**config.mk**
```make
export PLATFORM = sky130hd
export DESIGN_NAME = cpu_sequencer
export DESIGN_NICKNAME = d
export VERILOG_FILES = /design/src/rtl/cpu_pkg.sv /design/src/rtl/cpu_branch_unit.sv /design/src/rtl/cpu_sequencer.sv
export SDC_FILE = /design/constraint.sdc
export NUM_CORES = 1
export LEC_CHECK = 0
export CORE_UTILIZATION = 39
export DETAILED_ROUTE_END_ITERATION = 7
export GPL_ROUTABILITY_DRIVEN = 0
export PLACE_DENSITY_LB_ADDON = 0.08
export SLEW_MARGIN = 25
export SYNTH_ARGS = -nofsm -noshare
export SYNTH_HDL_FRONTEND = slang
export SYNTH_SLANG_ARGS = --single-unit
```
**constraint.sdc**
```tcl
create_clock -name clk1 -period 1.7 [get_ports clk1]
set_clock_uncertainty 0.2 [all_clocks]
set_input_delay 0.425 -clock clk1 [delete_from_list [all_inputs] [get_ports clk1]]
set_output_delay 0.425 -clock clk1 [all_outputs]
set_load 0.05 [all_outputs]
```
**src/rtl/cpu_pkg.sv**
```systemverilog
// Shared definitions for the 16-bit CPU sequencer: state encoding, opcodes,
// branch condition codes and flag bit positions.
package cpu_pkg;

   localparam int CPU_PC_W    = 4;
   localparam int CPU_INSTR_W = 16;
   localparam int CPU_FLAG_W  = 4;

   // Sequencer states, 3-bit encoding
   typedef enum logic [2:0] {
      ST_IDLE      = 3'd0,
      ST_FETCH     = 3'd1,
      ST_DECODE    = 3'd2,
      ST_EXECUTE   = 3'd3,
      ST_WRITEBACK = 3'd4,
      ST_HALT      = 3'd5
   } state_t;

   localparam logic [3:0] OP_BRANCH = 4'hF;
   localparam logic [3:0] OP_HALT   = 4'hE;

   // Branch condition field ir[11:10]
   typedef enum logic [1:0] {
      COND_ALWAYS = 2'b00,
      COND_Z      = 2'b01,
      COND_NZ     = 2'b10,
      COND_N      = 2'b11
   } cond_t;

   // Flag bit order {V,C,N,Z}
   localparam int FLAG_Z = 0;
   localparam int FLAG_N = 1;
   localparam int FLAG_C = 2;
   localparam int FLAG_V = 3;

   // Every opcode other than BRANCH and HALT is an ALU operation
   function automatic logic is_alu_op(input logic [3:0] op);
      return !(op == OP_BRANCH || op == OP_HALT);
   endfunction

endpackage

```
**src/rtl/cpu_branch_unit.sv**
```systemverilog
// Branch resolution: evaluates the condition against the latched flags and
// selects the next program counter (branch target or sequential pc+1).
module cpu_branch_unit
   import cpu_pkg::*;
#(
   parameter int PC_W = CPU_PC_W
) (
   input  logic [3:0]      opcode,
   input  logic [1:0]      cond,
   input  logic            flag_z,
   input  logic            flag_n,
   input  logic [PC_W-1:0] pc,
   input  logic [PC_W-1:0] target,
   output logic [PC_W-1:0] next_pc
);

   logic cond_true;

   // Condition evaluation and next-pc selection
   // NOTE: every signal written in always_comb gets a default first, so no path can infer a latch.
   always_comb begin
      cond_true = 1'b0;
      next_pc   = pc + PC_W'(1);
      unique case (cond_t'(cond))
         COND_ALWAYS: cond_true = 1'b1;
         COND_Z:      cond_true = flag_z;
         COND_NZ:     cond_true = !flag_z;
         COND_N:      cond_true = flag_n;
      endcase
      if (opcode == OP_BRANCH && cond_true) next_pc = target;
   end

endmodule

```
**src/rtl/cpu_sequencer.sv**
```systemverilog
// Multi-cycle control sequencer: owns pc, ir and architectural flags and
// walks FETCH/DECODE/EXECUTE/WRITEBACK for each instruction.
module cpu_sequencer
   import cpu_pkg::*;
#(
   parameter int PC_W    = CPU_PC_W,
   parameter int INSTR_W = CPU_INSTR_W,
   parameter int FLAG_W  = CPU_FLAG_W
) (
   input  logic               clk1,
   input  logic               reset,
   input  logic               run,
   input  logic               step,
   input  logic [INSTR_W-1:0] instr,
   input  logic [FLAG_W-1:0]  alu_flags,
   output logic [PC_W-1:0]    pc,
   output logic [INSTR_W-1:0] ir,
   output logic               reg_we,
   output logic [FLAG_W-1:0]  flags_q,
   output logic               busy,
   output logic               halted
);

   state_t            state, state_nxt;
   logic [FLAG_W-1:0] cap_flags;
   logic [PC_W-1:0]   next_pc;
   logic [3:0]        opcode;
   logic              alu_op;

   assign opcode = ir[15:12];
   assign alu_op = is_alu_op(opcode);

   cpu_branch_unit #(.PC_W(PC_W)) u_branch (
      .opcode  (opcode),
      .cond    (ir[11:10]),
      .flag_z  (flags_q[FLAG_Z]),
      .flag_n  (flags_q[FLAG_N]),
      .pc      (pc),
      .target  (ir[PC_W-1:0]),
      .next_pc (next_pc)
   );

   // State register; reset aborts any instruction in flight
   // NOTE: sequential state uses non-blocking assignments so every flop samples pre-edge values.
   always_ff @(posedge clk1 or negedge reset) begin
      if (!reset) state <= ST_IDLE;
      else        state <= state_nxt;
   end

   // Next-state logic; run wins over step, step only honoured in IDLE
   always_comb begin
      state_nxt = state;
      unique case (state)
         ST_IDLE:      if (run || step) state_nxt = ST_FETCH;
         ST_FETCH:     state_nxt = ST_DECODE;
         ST_DECODE:    state_nxt = (opcode == OP_HALT) ? ST_HALT : ST_EXECUTE;
         ST_EXECUTE:   state_nxt = ST_WRITEBACK;
         ST_WRITEBACK: state_nxt = run ? ST_FETCH : ST_IDLE;
         ST_HALT:      state_nxt = ST_HALT;
         default:      state_nxt = ST_IDLE;
      endcase
   end

   // Datapath registers: ir load, flag capture and commit, pc update
   always_ff @(posedge clk1 or negedge reset) begin
      if (!reset) begin
         pc        <= '0;
         ir        <= '0;
         flags_q   <= '0;
         cap_flags <= '0;
      end else begin
         unique case (state)
            ST_FETCH:   ir <= instr;
            ST_EXECUTE: if (alu_op) cap_flags <= alu_flags;
            ST_WRITEBACK: begin
               pc <= next_pc;
               if (alu_op) flags_q <= cap_flags;
            end
            default: ;
         endcase
      end
   end

   assign reg_we = (state == ST_WRITEBACK) && alu_op;
   assign busy   = (state == ST_FETCH) || (state == ST_DECODE) ||
                   (state == ST_EXECUTE) || (state == ST_WRITEBACK);
   assign halted = (state == ST_HALT);

endmodule

```
# Word-level counts from Yosys, hierarchy flattened
# Cells that the tools add are included.
# totals
ff_bits	31
inputBits	24
output_inout_bits	27
elab_cells	37
# classes
n_addsub	1
n_eq_ne	11
mux	6
n_bitwise	1
n_reduce_logical	13
# ops
op	n
$pmux W3 S6	1
$eq A4 B4 Y1 const B	2
$eq A3 B2 Y1 const B	2
$eq A3 B3 Y1 const B	2
$mux W3	2
$logic_or A1 B1 Y1	5
$add A4 B1 Y4 const B	1
$eq A2 B2 Y1 const B	2
$mux W4	1
$pmux W1 S4	1
$reduce_and A2 Y1	2
$eq A3 B1 Y1 const B	1
$logic_not A3 Y1	1
$eq A2 B1 Y1 const B	1
$logic_and A1 B1 Y1	2
$logic_not A1 Y1	2
$logic_not A2 Y1	1
$ne A2 B2 Y1 const B	1
$mux W1	1
$not A1 Y1	1

# Longest topological paths before layout
# Gate-level depths: netlist (run 1).
# logic_depth
depth_word	4
mapped_depth	6
depth_no_buf	4

# Hierarchy
# Synthesis (run 1) repeated with hierarchy kept, for this count alone.
# hier_totals
cells_unflattened	96
hier_area_um2	1383.8
# by_module_without_submodules
module	instances	cells_per_inst	area_each_um2	seq_area_each_um2
cpu_sequencer	1	83	1258.7	775.7
cpu_branch_unit	1	13	125.1	0.0

# Worst setup path after synthesis (run 1)
# OpenSTA, ideal clock, no wires.
# synth_path
path_type	flip-flop to output port
from	reg ir[14]
to	out reg_we
t_arrival_ps	1399
setup_slack_ps	-324
stages_incl_launch_ff	4
path_cell_list	dfrtp_1 -> and3_1 -> nand2b_2 -> inv_1
# synth_between
elab_chain_cells	4
elab_cells_between_ends	5
# synth_lines
element	line	text
start: declaration	cpu_sequencer.sv:17	output logic [INSTR_W-1:0] ir,
start signal: assignment	cpu_sequencer.sv:73	ST_FETCH: ir <= instr;
$eq A4 B4 Y1	cpu_pkg.sv:38	return !(op == OP_BRANCH || op == OP_HALT);
$logic_or A1 B1 Y1 (*)	cpu_pkg.sv:38	
$logic_not A1 Y1 (*)	cpu_pkg.sv:38	
$logic_and A1 B1 Y1 (*)	cpu_sequencer.sv:84	assign reg_we = (state == ST_WRITEBACK) && alu_op;
end: declaration	cpu_sequencer.sv:18	output logic reg_we,
# Mark *: on every way between the ends. The rest lies on a longest branch, timed or not.

# Worst setup path after layout (run 1)
# layout_path
from	reg state[0]
to	out reg_we
# layout_between
elab_chain_cells	2
# layout_lines
element	line	text
start: declaration	cpu_sequencer.sv:24	state_t state, state_nxt;
start signal: assignment	cpu_sequencer.sv:47	else state <= state_nxt;
$eq A3 B3 Y1	cpu_sequencer.sv:84	
$logic_and A1 B1 Y1	cpu_sequencer.sv:84	
# No other way between the ends.

==> flow_summary_export.csv, run 1 <==
group,metric,value,unit
outcome,status,"finished, violations left",
outcome,failed_checks,"setup timing",
critical_path,cp_max_fo,4,
sta,min_period,1960,ps
die,start_util,41.4,%
layout,synthToLayoutAreaGrowth,75.8,%
layout,nets,200,
global_routing,grt_max_degree,32,
synthesis,ys_async_sr_fraction,100,%
power,peakVddDrop,0.00145,V
die,dieWidth,62.0,um
routing,firstDrtPassIters,3,
critical_path,cp.required,1070,ps
die,core,3390,um^2
place,hpwl,2240,um
synthesis,yosysWarnings,0,
cts,worstSkewPairLatency,330,ps
synthesis,netlist_top_cells_area,"dfrtp_1 (55%), mux2_4 (8.6%), mux2_2 (7.2%)",
critical_path,start_kind,"flip-flop",
sta,slew_viol_final,0,
synthesis,synth_fp_nets,131,
die,die_h,62.0,um
global_routing,grt_usage,17.6,%
global_routing,grt_pass1_wl,4570,um
synthesis,synth_seq_area_share,55.3,%
power,p_leak,1.10,nW
sta,fmax,0.509,GHz
sta,final-setup-viol-count,3,
sta,slew_headroom,81.5,%
synthesis,synthCells,106,
place,dp.cells,209,
cts,numCtsBuffers,5,
critical_path,r2r_slack,20,ps
cts,cts_tree,"done",
hold_path,hp-class,"primary input to async pin",
synthesis,yosysTopAreaCellShare,55.3,%
sta,finalHoldViolations,0,
routing,first_iter_violations,48,
synthesis,synth_cell_types,31,
synthesis,synth_common_cells,"dfrtp_1 (31), mux2_2 (9), mux2_4 (8), mux2_1 (6), nand2_1 (6)",
synthesis,ys_seq_elements,31,
synthesis,ys.flop_type,"dfrtp_1",
sta,layout_setup_ws,-263,ps
cts,cts.root.buffer_cell,"clkbuf_4",
synthesis,synth.most_common_cell,"dfrtp_1",
layout,diodes,0,
cts,cts_htree_levels,2,
global_routing,antenna_found_initial,0,
cts,clockBufferDepth,2,
critical_path,r2r_cells,4,
routing,ant_nets,0,
synthesis,synth_edf_count,0,
sta,tightest_slew,278,ps
routing,via_per_inst,4.81,
critical_path,reg2reg_to,"ir[11]",
power,p_per_area,2440,nW/um^2
routing,wl,2980,um
critical_path,r2r-start,"state[0]",
critical_path,crit_type,"flip-flop to primary output",
synthesis,mappedNetlistArea,1400,um^2
die,ios,51,
cts,clock-sinks,31,
run,cap_violations,0,
sta,grt_setup_unrepaired,"yes",
cts,clkTransAtPathRegs,110,ps
layout,final_cells,222,
sta,finalCritPeriodShare,115,%
synthesis,postSynthAreaPerCell,13.2,um^2
routing,routedWlPerCell,13.4,um
global_routing,grt_pass1_vias,1017,
routing,drcViolationCount,0,
die,die_area,3840,um^2
critical_path,critPathCaptureType,"primary output",
die,rows,21,
place,place_ws,50.4,ps
synthesis,yosysTopAreaCell,"dfrtp_1",
critical_path,cp.arrival,1340,ps
routing,vias,1067,
layout,drive_gt1_share,48.3,%
global_routing,gr-total-overflow,0,
place,numPortBuffers,50,
worst max-delay path: stages (launching register included):
cell	delay [ps]
dfrtp_2	460
nor2_4	120
and2_4	160
nand2b_4	60
clkinvlp_4	80
buf_12	130
cells in the final DEF, fill, tap and decap left out, types with 3 or more instances in the layout:
master           count
a21oi_1              3
buf_12              28
buf_4               15
buf_6                3
clkbuf_4             5
clkdlybuf4s50_1     23
dfrtp_1             25
dfrtp_2              6
inv_1                3
mux2_1               6
mux2_2               9
mux2_4               8
mux2i_1              4
nand2_1              6
nor2_1               4
o21ai_0              3
repair_timing:
action,in CTS,in global routing
setup endpoints to repair,3,20
buffers inserted,4,2
resized for setup,3,5
pin swaps,1,1
hold buffers,0,0
per-layer routing:
layer | part of all wire (%) | global-route usage, % | up-vias
met5 | 0 | 0 | -
met4 | 1.9 | 8.89 | 0
met3 | 6.7 | 8.28 | 6
met2 | 51 | 26.4 | 34
met1 | 40 | 21.0 | 523
li1 | - | - | 504
sequential cells by signal, summed over array words and instances, names as in the netlist:
name	cells
pc	4
flags_q	4
state	3
ir	16
cap_flags	4
worst max-delay path by stage:
stage	start	end	slack (ps)	cells after the start
2_1_floorplan	state[0]	reg_we	-120	5
3_3_place_gp	ir[14]	reg_we	90	4
3_5_place_dp	state[0]	ir[11]	50	4
4_1_cts	state[1]	reg_we	-260	5
5_1_grt	state[0]	reg_we	-340	5
6_report	state[0]	reg_we	-260	5
power breakdown:
part	internal (W)	switching (W)	leakage [nW]
registers	0.00112	0.000426	0.365
clock network	0.000347	0.000262	0.0482
logic	0.00207	0.00179	0.691
cell type report:
cell class	instances	area (um^2)
flip-flops and latches	31	783
inverters	4	18.8
well taps	46	57.6
clock inverters	2	35.0
repair buffers	69	937
fillers	232	923
clock buffers	6	51.3
multi-input cells	64	583
kinds of logic after synthesis:
group	share of synthesized area (%)
adder cells (fa/ha/maj)	0.892
buffers and inverters	5.08
flip-flops	55.3
multiplexers	23.5
AND/OR/NAND/NOR	9.01
XOR/XNOR	0.625
AO/OA/AOI/OAI	5.62
per-stage QoR:
step	total power (W)	cell area (um^2)	hold WS, ps	TNS [ps]	utilization, %
2_1_floorplan	0.00346	1430	-70.6	-124	-
3_3_place_gp	0.00524	2310	264	0	68.3
3_5_place_dp	0.00532	2310	277	0	68.3
4_1_cts	0.00600	2440	252	-744	72.0
5_1_grt	0.00629	2470	238	-1290	72.8
6_report	0.00602	2470	242	-748	72.8
Note: power is estimated with default switching activity, not from simulation.
==> run 2: changes to the inputs <==
--- a/config.mk
+++ b/config.mk
@@ -5,6 +5,7 @@
 export SDC_FILE = /design/constraint.sdc
 export NUM_CORES = 1
 export LEC_CHECK = 0
+export CORE_ASPECT_RATIO = 0.7
 export CORE_UTILIZATION = 39
 export DETAILED_ROUTE_END_ITERATION = 7
 export GPL_ROUTABILITY_DRIVEN = 0
==> run 2 against run 1 <==
Net effect:
- the run still ends with setup timing left
- critical endpoint unchanged
- sequential power about the same
- critical path depth is the same
- clock power increased by 4.9%
- setup slack gained 49 ps
- clock-buffer cell count rose by 2
==> flow_summary_export.csv, run 2 (synthesis gave the netlist of run 1 again) <==
group,metric,value,unit
critical_path,start_kind,"flip-flop",
sta,slew_viol_final,0,
die,start_util,42.8,%
layout,postLayoutCoreUtil,77.1,%
critical_path,cp.required,1070,ps
global_routing,grt_use_met1,24.7,%
die,die_area,3840,um^2
cts,worstSkewPairLatency,290,ps
sta,grt_setup_unrepaired,"yes",
critical_path,cp_max_fo,4,
place,hpwl,2410,um
die,dieWidth,73.7,um
die,rows,17,
routing,first_iter_violations,48,
run,cap_violations,0,
outcome,failed_checks,"setup timing",
cts,cts_tree,"done",
cts,cts_htree_levels,2,
sta,fin_tns_setup,-2350,ps
power,p_leak,1.13,nW
layout,diodes,0,
routing,vias,1071,
sta,final-setup-viol-count,22,
cts,clockBufferDepth,2,
global_routing,grt_pass1_vias,1088,
critical_path,crit_type,"flip-flop to primary output",
routing,wl,3470,um
die,ios,51,
global_routing,gr-total-overflow,0,
global_routing,grt_usage,20.1,%
routing,drcViolationCount,0,
global_routing,grt.met3_usage,8.08,%
sta,finalHoldViolations,0,
place,numPortBuffers,50,
sta,finalCritPeriodShare,113,%
layout,nets,201,
routing,firstDrtPassIters,4,
cts,clkTransAtPathRegs,70,ps
routing,via_per_inst,4.78,
sta,slew_headroom,74.4,%
layout,multi_input_area,598,um^2
outcome,status,"finished, violations left",
cts,clock-sinks,31,
critical_path,critPathCaptureType,"primary output",
sta,fmax,0.522,GHz
cts,numCtsBuffers,5,
hold_path,hp-class,"flip-flop to flip-flop",
power,peakVddDrop,0.00142,V
global_routing,antenna_found_initial,0,
die,core,3280,um^2
layout,synthToLayoutAreaGrowth,80.1,%
layout,mostFrequentLayoutCells,"buf_12 (29), dfrtp_1 (25), clkdlybuf4s50_1 (23)",
die,die_h,52.2,um
place,place_ws,11.1,ps
layout,final_common_cell,"buf_12",
global_routing,grt_pass1_wl,5350,um
routing,ant_nets,0,
power,p_per_area,2470,nW/um^2
layout,largest_register_ffs,16,
layout,num-fill-cells,220,
sta,layout_setup_ws,-214,ps
critical_path,cp.arrival,1290,ps
layout,seq_area,783,um^2
layout,top_register,"ir",
global_routing,grt.busiest_layer,"met2",
routing,routedWlPerCell,15.5,um
sta,fin_hold_ws,290,ps
sta,tightest_slew,382,ps
cts,cts.root.buffer_cell,"clkbuf_8",
sta,min_period,1910,ps
global_routing,grt_max_degree,32,
layout,drive_gt1_share,49.7,%
global_routing,grt_util_met2,31.7,%
## run 2: cell count changes in the layout (fill, tap and decap cells not counted), moves of 2 or more
cell      previous run  this run
buf_6                3         1
mux2_4               8        11
clkbuf_8             1         7
clkbuf_4             5         0
mux2_2               9         7
## run 2: critical path, stage by stage, from the launching register on
cell and delay [ps]:
dfrtp_2 430, nor2_2 110, and2_4 180, nand2b_4 70, clkinvlp_4 80, buf_12 130
## run 2: where the power goes
| group | switching (W) | leakage (nW) | internal [W] |
|---|---|---|---|
| combinational | 0.00185 | 0.717 | 0.00218 |
| clock | 0.000271 | 0.0515 | 0.000369 |
| sequential | 0.000436 | 0.365 | 0.00113 |
## run 2: worst paths after layout
path / slack [ps] / from / to / depth (start not counted)
setup / recovery: -210 / state[1] / reg_we / 5
hold / removal: 290 / cap_flags[1] / flags_q[1] / 1
setup reg to reg: -130 / state[1] / ir[5] / 6
hold reg to reg: 290 / cap_flags[1] / flags_q[1] / 1
max in group asynchronous: 810 / reset / ir[13] / 2
min in group asynchronous: 300 / reset / ir[4] / 2
## run 2: repair_timing
action / 4_1_cts / 5_1_grt
setup endpoints to repair: 8 / 21
pin swaps: 0 / 2
gates cloned: 0 / 1
endpoints found under the hold margin: 0 / 0
hold buffers: 0 / 0
gates resized for setup: 4 / 7
buffers inserted: 3 / 5
## run 2: metal layers
metal	part of all wire, %	up-vias
met5	0	-
met4	1.3	0
met3	4.7	6
met2	50	31
met1	44	532
li1	-	502
## run 2: cell type report
cell class / instances / share of cell area (%)
multi-input cells: 64 / 23.7
clock buffers: 8 / 3.96
repair buffers: 70 / 38.3
flip-flops and latches: 31 / 31.0
inverters: 4 / 0.743
well taps: 47 / 2.33
## run 2: metrics by stage
step	total power [W]	instance area, um^2	instances
detailed placement	0.00532	2310	207
global route	0.00650	2530	224
CTS	0.00606	2440	218
finish	0.00623	2530	224
floorplan	0.00346	1430	106
global placement	0.00523	2310	207
==> variant, RTL diff (flow settings as in run 2) <==
Re-encode `state_t` (6 states) as one-hot, 6 bits wide.
--- a/src/rtl/cpu_pkg.sv
+++ b/src/rtl/cpu_pkg.sv
@@ -7,13 +7,13 @@
    localparam int CPU_FLAG_W  = 4;
 
    // Sequencer states, 3-bit encoding
-   typedef enum logic [2:0] {
-      ST_IDLE      = 3'd0,
-      ST_FETCH     = 3'd1,
-      ST_DECODE    = 3'd2,
-      ST_EXECUTE   = 3'd3,
-      ST_WRITEBACK = 3'd4,
-      ST_HALT      = 3'd5
+   typedef enum logic [5:0] {
+      ST_IDLE      = 6'b000001,
+      ST_FETCH     = 6'b000010,
+      ST_DECODE    = 6'b000100,
+      ST_EXECUTE   = 6'b001000,
+      ST_WRITEBACK = 6'b010000,
+      ST_HALT      = 6'b100000
    } state_t;
 
    localparam logic [3:0] OP_BRANCH = 4'hF;
Behaviour: same outputs for any inputs over 10 cycles, from zero or initial values and one cycle with reset low; not proved beyond that.
==> variant against run 2 <==
  * The flow still finishes with violations (negative setup slack)
  * First-iteration DRC count grew 27%
  * Area after synthesis up 12%
  * Total power fell by 2.8%
  * Sequential share of layout area decreased by 1.9 points
  * Register-to-register slack worse by 100 ps
  * Sequential cell count is 3 higher
  * Routed wire length grew 32%
  * Via count grew 26%
  * Worst setup slack got worse by 240 ps
  * Count of clock-buffer cells in the layout is 2 lower
  * Final area rose by 17%
  * Sequential power up 3%
  * Critical path depth unchanged
  * Largest power group unchanged
  * Highest routed layer unchanged
==> variant: results (changes against run 2) <==
buffer type at the clock tree root sky130_fd_sc_hd__clkbuf_8 (unchanged); diode count 0 (unchanged); top post-synthesis cells by area sky130_fd_sc_hd__dfrtp_1 (53%), sky130_fd_sc_hd__mux2_2 (14%), sky130_fd_sc_hd__mux2_4 (3.8%) (was sky130_fd_sc_hd__dfrtp_1 (55%), sky130_fd_sc_hd__mux2_4 (8.6%), sky130_fd_sc_hd__mux2_2 (7.2%)); most frequent cells after synthesis sky130_fd_sc_hd__dfrtp_1 (33), sky130_fd_sc_hd__mux2_2 (19), sky130_fd_sc_hd__nand2_1 (7) (was sky130_fd_sc_hd__dfrtp_1 (31), sky130_fd_sc_hd__mux2_2 (9), sky130_fd_sc_hd__mux2_4 (8)); pin count of the biggest net entering global routing 17 (was 32); synthesized-area fraction occupied by adder cells 0.797% (was 0.892%); mean routed wirelength per cell 17.4 µm (was 15.5 µm); xor and xnor area share after synthesis 0.558% (was 0.624%); relative slew slack 73.7% (was 74.4%); layout net count 238 (was 201); maximum clock path buffer count 2 (unchanged); global-route wire length before repair 6950 µm (was 5350 µm); via total after detailed routing 1,353 (was 1,071); critical path arrival 1530 ps (was 1290 ps); clock-pin slew on the worst setup and hold paths 70 ps (about the same); final-report setup violation count 11 (was 22); number of different library cells in the post-synthesis netlist 39 (was 31); fraction of registers with async set or reset after synthesis 100% (unchanged); standby leakage power 1.35 nW (was 1.13 nW); final-layout setup total negative slack -1930 ps (was -2350 ps); violation count after the first detailed-routing iteration 61 (was 48); smallest setup slack after layout -455 ps (was -214 ps); synthesized-area fraction occupied by ao, oa, aoi and oai cells 6.54% (was 5.62%); sequential area share after synthesis 54.3% (was 55.3%); run status finished, violations left (unchanged); critical path's largest stage delay 450 ps (was 430 ps); multiplexer share of the synthesized area 20.8% (was 23.5%); clock latency on the worst-skew pair 300 ps; Inserted Clock Buffers 5 (unchanged); share of layout cells above drive strength 1 58.7% (was 49.7%); Total Routing Usage GR 23.1% (was 20.1%); syn nets 146 (was 131); failing checks negative setup slack (unchanged); post-synthesis average cell area 13.0 µm² (was 13.2 µm²); Detailed Place HPWL 2800 µm (was 2410 µm); class of the worst hold path flip-flop to flip-flop (unchanged); peak ir drop on the vdd network 1.40 mV (was 1.42 mV)
variant: path summary, 6_finish.rpt:
kind | startpoint | endpoint | slack [ps] | depth (start not counted)
worst min register to register | cap_flags[2]$_DFFE_PN0P_ | flags_q[2]$_DFFE_PN0P_ | 320 | 1
min in group asynchronous | reset | ir[9]$_DFFE_PN0N_ | 360 | 2
worst max register to register | state[0]$_DFFE_PN1P_ | state[0]$_DFFE_PN1P_ | -230 | 6
worst max-delay path | state[2]$_DFFE_PN0P_ | busy | -450 | 5
worst min-delay path | cap_flags[2]$_DFFE_PN0P_ | flags_q[2]$_DFFE_PN0P_ | 320 | 1
max in group asynchronous | reset | state[1]$_DFFE_PN0P_ | 450 | 3
variant: kinds of logic (layout without fill, tap and decap cells):
| kind of cell | Yosys count | after routing |
|---|---|---|
| adders and majority gates | 1 | 1 |
| muxes | 28 | 28 |
| DFF | 34 | 34 |
| and+or+nand+nor | 32 | 34 |
| xor gates and xnor gates | 1 | 1 |
| buffers and inverters | 9 | 99 |
| AOI/OAI and AO/OA | 16 | 16 |
variant: where the power goes:
group	total [mW]	leakage, nW	switching [mW]	internal (mW)
clock network	0.762	0.0573	0.293	0.469
registers	1.60	0.412	0.421	1.18
logic	3.69	0.878	1.72	1.98
variant: what timing repair did:
action / in CTS / in global routing
pin swaps: 9 / 8
hold buffers: 1 / 0
gates cloned: 2 / 0
gates resized for setup: 29 / 14
hold endpoints to repair: 13 / 0
setup buffers: 9 / 8
endpoints found under the setup margin: 29 / 26
variant: routing by layer:
metal | share of wire, % | up-vias | GRT usage, % | wire length [µm]
li1 | - | 625 | - | -
met1 | 43 | 670 | 28.0 | 1960
met2 | 49 | 45 | 38.2 | 2230
met3 | 6.0 | 13 | 5.74 | 276
met4 | 2.5 | 0 | 15.1 | 114
met5 | 0 | - | 0 | 0
variant: cell type report:
type                            instances  area [µm²]
Clock buffer                            6        82.6
Timing Repair Buffer                   87        1080
Fill cell                             188         703
Tap cell                               50        62.6
Multi-Input combinational cell         80         827
Clock inverter                          1        30.0
Inverter                                5        22.5
Sequential cell                        34         863
variant: stage by stage:
stage	instances	setup WS, ps	area [µm²]	power [mW]	util, %
3_5_place_dp	238	-257	2560	4.79	69.6
3_3_place_gp	238	-166	2560	4.71	69.6
4_1_cts	256	-453	2860	5.91	77.9
6_report	263	-455	2970	6.06	80.8
2_1_floorplan	121	-209	1610	3.11	-
5_1_grt	263	-518	2970	6.30	80.8
variant: critical path, delay by kind of cell, from the launching register on:
| family | cells | cell delay, ps |
|---|---|---|
| AO/OA/AOI/OAI | 2 | 250 |
| buffers and inverters | 1 | 160 |
| AND/OR/NAND/NOR | 1 | 160 |
| XOR/XNOR | 1 | 200 |
| flip-flops | 1 | 450 |
